===== config.mk =====
export PLATFORM = sky130hd
export DESIGN_NAME = music_seq
export DESIGN_NICKNAME = d
export VERILOG_FILES = /design/src/rtl/music_seq.sv
export SDC_FILE = /design/constraint.sdc
export NUM_CORES = 1
export LEC_CHECK = 0
export ABC_CLOCK_PERIOD_IN_PS = 1900
export BUFFER_PORTS_ARGS = -buffer_cell sky130_fd_sc_hd__buf_2
export CORE_MARGIN = 3
export CORE_UTILIZATION = 35
export CTS_CLUSTER_SIZE = 25
export DETAILED_ROUTE_END_ITERATION = 8
export GPL_TIMING_DRIVEN = 0
export MAX_ROUTING_LAYER = met4
export PLACE_DENSITY = 0.6
export SYNTH_ARGS = -nofsm -noshare
export SYNTH_HDL_FRONTEND = slang
export SYNTH_SLANG_ARGS = --single-unit

===== constraint.sdc =====
create_clock -name clk -period 1.9 [get_ports clk]
set_input_delay 0.19 -clock clk [delete_from_list [all_inputs] [get_ports clk]]
set_output_delay 0.19 -clock clk [all_outputs]
set_load 0.02 [all_outputs]

===== src/rtl/music_seq.sv =====
// music_seq: plays a score held in an external synchronous ROM.
// Each entry is a note code plus a length in beat units. The sequencer
// fetches an entry, restarts an external beat counter with the scaled
// length, plays the note until the counter finishes, then moves on.
// Code 8'hFF marks the end of the score. At the end marker the sequencer
// either wraps to address 0 (loop) or stops in DONE.
`timescale 1ns/1ps
module music_seq #(
  parameter int          ADDR_W    = 8,
  parameter logic [27:0] BEAT_UNIT = 28'd3_125_000
) (
  input  logic              clk,
  input  logic              rstn,
  input  logic              en,
  input  logic [30:0]       mode,
  output logic [ADDR_W-1:0] rom_addr,
  input  logic [11:0]       rom_data,
  input  logic              beat_finish,
  output logic              beat_rst_n,
  output logic              beat_en,
  output logic [27:0]       beat_cnt_parameter,
  output logic [7:0]        note_code,
  output logic              note_valid,
  output logic              song_done
);

  typedef enum logic [2:0] {
    IDLE  = 3'd0,
    FETCH = 3'd1,
    LOAD  = 3'd2,
    ARM   = 3'd3,
    PLAY  = 3'd4,
    DONE  = 3'd5
  } state_t;

  localparam logic [7:0] END_MARKER = 8'hFF;

  state_t              state_q, state_d;
  logic [ADDR_W-1:0]   addr_q, addr_d;
  logic [7:0]          note_q, note_d;
  logic [27:0]         param_q, param_d;
  logic                guard_q, guard_d;
  logic                beat_rst_n_q;
  logic                note_valid_q;
  logic                song_done_q;

  // Score entry decode, valid while in LOAD.
  logic                is_end;
  logic [3:0]          len_units;
  logic [27:0]         len_product;
  logic                loop_en;

  // Only the loop bit of the mode word is meaningful.
  logic                unused_mode_bits;
  assign unused_mode_bits = ^{mode[30:5], mode[3:0]};
  assign loop_en          = mode[4];

  // Decode the ROM entry; a zero length still plays one unit. Within the
  // legal BEAT_UNIT range 15*BEAT_UNIT fits in 28 bits, so the natural
  // 28-bit truncation of the product never loses information.
  always_comb begin
    is_end      = (rom_data[11:4] == END_MARKER);
    len_units   = (rom_data[3:0] == 4'd0) ? 4'd1 : rom_data[3:0];
    len_product = {24'd0, len_units} * BEAT_UNIT;
  end

  // Next-state, address and note-register logic.
  always_comb begin
    state_d = state_q;
    addr_d  = addr_q;
    note_d  = note_q;
    param_d = param_q;
    guard_d = guard_q;

    unique case (state_q)
      IDLE: begin
        addr_d = '0;
        if (en) begin
          state_d = FETCH;
        end
      end

      // One cycle so the registered address reaches the ROM output.
      FETCH: begin
        state_d = LOAD;
      end

      LOAD: begin
        if (is_end) begin
          if (loop_en) begin
            addr_d  = '0;
            state_d = FETCH;
          end else begin
            state_d = DONE;
          end
        end else begin
          note_d  = rom_data[11:4];
          param_d = len_product;
          state_d = ARM;
        end
      end

      // Beat counter is being restarted; the next PLAY cycle is a guard
      // cycle because beat_finish may still reflect the previous note.
      ARM: begin
        guard_d = 1'b1;
        state_d = PLAY;
      end

      PLAY: begin
        guard_d = 1'b0;
        if (en && !guard_q && beat_finish) begin
          addr_d  = addr_q + ADDR_W'(1);
          state_d = FETCH;
        end
      end

      DONE: begin
        if (!en) begin
          addr_d  = '0;
          state_d = IDLE;
        end
      end

      default: begin
        state_d = IDLE;
      end
    endcase
  end

  // State, address and note registers.
  always_ff @(posedge clk or negedge rstn) begin
    if (!rstn) begin
      state_q <= IDLE;
      addr_q  <= '0;
      note_q  <= 8'd0;
      param_q <= 28'd0;
      guard_q <= 1'b0;
    end else begin
      state_q <= state_d;
      addr_q  <= addr_d;
      note_q  <= note_d;
      param_q <= param_d;
      guard_q <= guard_d;
    end
  end

  // Flopped status outputs, decoded from the next state so they line up
  // with the state they describe and never glitch.
  always_ff @(posedge clk or negedge rstn) begin
    if (!rstn) begin
      beat_rst_n_q <= 1'b0;
      note_valid_q <= 1'b0;
      song_done_q  <= 1'b0;
    end else begin
      beat_rst_n_q <= (state_d != ARM);
      note_valid_q <= (state_d == ARM) || (state_d == PLAY);
      song_done_q  <= (state_d == DONE);
    end
  end

  assign rom_addr           = addr_q;
  assign note_code          = note_q;
  assign beat_cnt_parameter = param_q;
  assign beat_rst_n         = beat_rst_n_q;
  assign note_valid         = note_valid_q;
  assign song_done          = song_done_q;
  // Pausing must stop the beat counter in the same cycle en drops.
  assign beat_en            = en && (state_q == PLAY);

endmodule


==> flow_metrics.tcl <==
set metrics [dict create \
    outcome "complete, but fails checks" \
    violations "negative setup slack" \
    synth-simple-area-share_pct 19.98 \
    final_hold_viol_count 0 \
    grt_pass1_wl_um 13310 \
    wl_per_cell_um 14.94 \
    grt-ovfl-total 0 \
    synth-xor-area-share_pct 2.639 \
    synth_compound_area_share_pct 17.51 \
    yosysSeqAreaShare_pct 36.87 \
    port_buffers 58 \
    startpoint_type "input pin" \
    synth_top_cell_by_area "dfrtp_1" \
    drc_errors 0 \
    clkSinkCount 44 \
    peakVddDrop_uv 474.1 \
    cts-root-buf "clkbuf_8" \
    gr-usage-met2_pct 28.34 \
    synthMuxAreaShare_pct 0.7122 \
    via_per_inst 5.094 \
    synth_most_common_cell "nand2_1" \
    drt-initial-drc-count 116 \
    async_flop_share_pct 100.0 \
    drv_cap 0 \
    synth_fa_ha_area_share_pct 14.58 \
    min_path_type "input pin to asynchronous set/reset pin" \
    clock_latency_ns 0.30 \
    synth_edf_count 0 \
    start_util_pct 36.17 \
    period_share_pct 141.3 \
    htreeDepth 2 \
    dieHeight_um 98.38 \
    firstDrtPassIters 4 \
    layout.cells.non_filler 543 \
    rsz0062_at_grt "yes" \
    ys_ff_latch 44 \
    power.density_nw_per_um2 1389 \
    path_clk_slew_ns 0.09 \
    dieArea_um2 9678 \
    clockBufferDepth 2 \
    min_period_ns 2.685 \
    yosys_most_used_dff "dfrtp_1" \
    ioPinCount 95 \
    cp_top_family "adder cells" \
    leakagePower_nw 2.069 \
    drt_wl_total_um 8113 \
    postCtsHoldBufs 0 \
    synth_top_area_share_pct 36.87 \
    path_class "input pin to flop" \
    total_power_mw 5.947 \
    drive_gt1_share_pct 39.95 \
    core_um2 8258 \
    ys.warnings.count 0 \
    nets 514 \
    critical_path_required_ns 2.07 \
    gr-usage-all-layers_pct 17.16 \
    fp.dieW_um 98.38 \
    max_slew_margin_pct 33.04 \
    num_vias 2766 \
    cp_cell_sequence "buf_8, buf_8, fa_2, fa_2, buf_4, buf_6, ha_4, a211oi_4, o21ai_2, buf_4, a21boi_2, xor2_1, o21ai_1" \
    synth_top_family_by_area "simple AND/OR/NAND/NOR gates" \
    netlist-cell-type-count 53 \
    diodes 0 \
    setup.worst_path.end_class "flop" \
    critPathBufInv 5 \
    synth_common_cells "nand2_1 (66), dfrtp_1 (44), o21ai_0 (33)" \
    finalClockSkew_ns 0.007385 \
    slowest_stage "fa_2" \
    tightest_slew_ns 1.004 \
    syn_area_um2 2987 \
    synthToLayoutAreaGrowth_pct 43.36 \
    critical_path_arrival_ns 2.86 \
    worstPathMaxFanout 3 \
    place.gp.congestion 0.8979 \
    dpl.cell_count 503 \
    synthCells 335 \
    timing_max_transition_violations_final 0 \
    gr-usage-met3_pct 3.214 \
    setup_viol 15 \
    met1_usage_pct 21.25 \
    rows 33 \
    synthTopCellsByArea "dfrtp_1 (37%), ha_1 (9.2%), nand2_1 (8.3%)" \
    grt-busiest-layer "met2" \
    antenna_found_initial 0 \
    grt_max_degree 45 \
    dp.final_hpwl_um 5723 \
    cts_tree "yes" \
    fmax_ghz 0.3724 \
    cts_buffers 5 \
    cpPeakStageDelay_ns 0.58 \
    ant_nets 0 \
    grt_pass1_vias 2779 \
    setup_slack_ns -0.7855 \
    syn_avg_cell_area_um2 8.915 \
]
## registers in the layout, indices dropped and copies added (netlist names)
signal,count
beat_cnt_parameter,21
note_code,8
rom_addr,8
state_q,3
beat_rst_n,1
guard_q,1
note_valid,1
song_done,1
## cell usage in the layout (no fill, tap or decap), types with 3 or more instances in the layout
cell type,instances
buf_4,37
nor2b_1,4
nand4_1,7
and2_1,5
fa_1,5
inv_2,4
clkbuf_8,5
nand2b_1,7
nor2_1,9
nand2_1,65
a21o_1,4
ha_1,8
o31ai_1,4
bufinv_16,3
o211ai_1,4
nand3_2,4
conb_1,6
fa_2,3
and3_1,4
dfrtp_1,44
ha_4,13
inv_1,15
buf_6,8
xor2_1,5
o21ai_1,12
nor3_1,3
nand3_1,5
a21oi_2,5
a21oi_1,8
o21ai_0,19
buf_2,57
## path summary, 6_finish.rpt
check	cells past startpoint	end	slack, ns	startpoint
min in group clk	3	note_code[0]	0.10	rom_data[4]
setup reg to reg	9	beat_cnt_parameter[9]	0.14	state_q[1]
max in group asynchronous	1	state_q[2]	1.22	rstn
hold reg to reg	2	note_code[5]	0.48	note_code[5]
setup / recovery	13	beat_cnt_parameter[17]	-0.79	rom_data[1]
hold / removal	1	beat_rst_n	0.06	rstn
## power breakdown
| group | leakage (nW) | switching (mW) | internal, mW | total [mW] |
|---|---|---|---|---|
| sequential | 0.552 | 0.193 | 1.32 | 1.51 |
| combinational | 1.44 | 2.01 | 1.43 | 3.44 |
| clock | 0.0784 | 0.338 | 0.658 | 0.995 |
## routing by layer
metal  vias to the layer above  wire length, µm
li1                       1346                -
met1                      1339             3549
met2                        70             4066
met3                        11              376
met4                         0              121
met5                         -                0
## metrics by stage
step	util [%]	setup slack (ns)	setup TNS [ns]	cell area [µm²]	hold WS, ns
4_1_cts	49.56	-0.7890	-8.998	4093	0.09037
5_1_grt	51.85	-0.8908	-10.93	4282	0.1070
3_5_place_dp	44.02	-1.476	-17.68	3635	0.4066
6_report	51.85	-0.7855	-9.603	4282	0.05527
2_1_floorplan	-	-0.9330	-9.480	3213	-0.1056
3_3_place_gp	44.02	-1.444	-17.20	3635	0.3960
## logic make-up (layout without fill, tap and decap cells)
group | after synthesis | count (layout)
simple gates | 124 | 124
compound gates | 82 | 82
flops | 44 | 44
buf+inv | 43 | 141
fa+ha+maj | 30 | 30
xor+xnor | 9 | 9
mux | 2 | 2
other cells | 1 | 6
## final cells by class
| class | instances | area (µm²) |
|---|---|---|
| Multi-Input combinational cell | 253 | 2036 |
| Buffer | 19 | 148.9 |
| Clock inverter | 3 | 90.09 |
| Sequential cell | 44 | 1101 |
| Inverter | 23 | 108.9 |
| Fill cell | 755 | 3976 |
| Tap cell | 105 | 131.4 |
| Clock buffer | 5 | 68.82 |
| Timing Repair Buffer | 91 | 596.8 |
## timing repair
item                                    4_1_cts  5_1_grt
pin swaps                                    38       20
endpoints found under the setup margin       15       20
buffers inserted                             23       11
resized for setup                            40       25
Power figures use the tool's default switching activity.
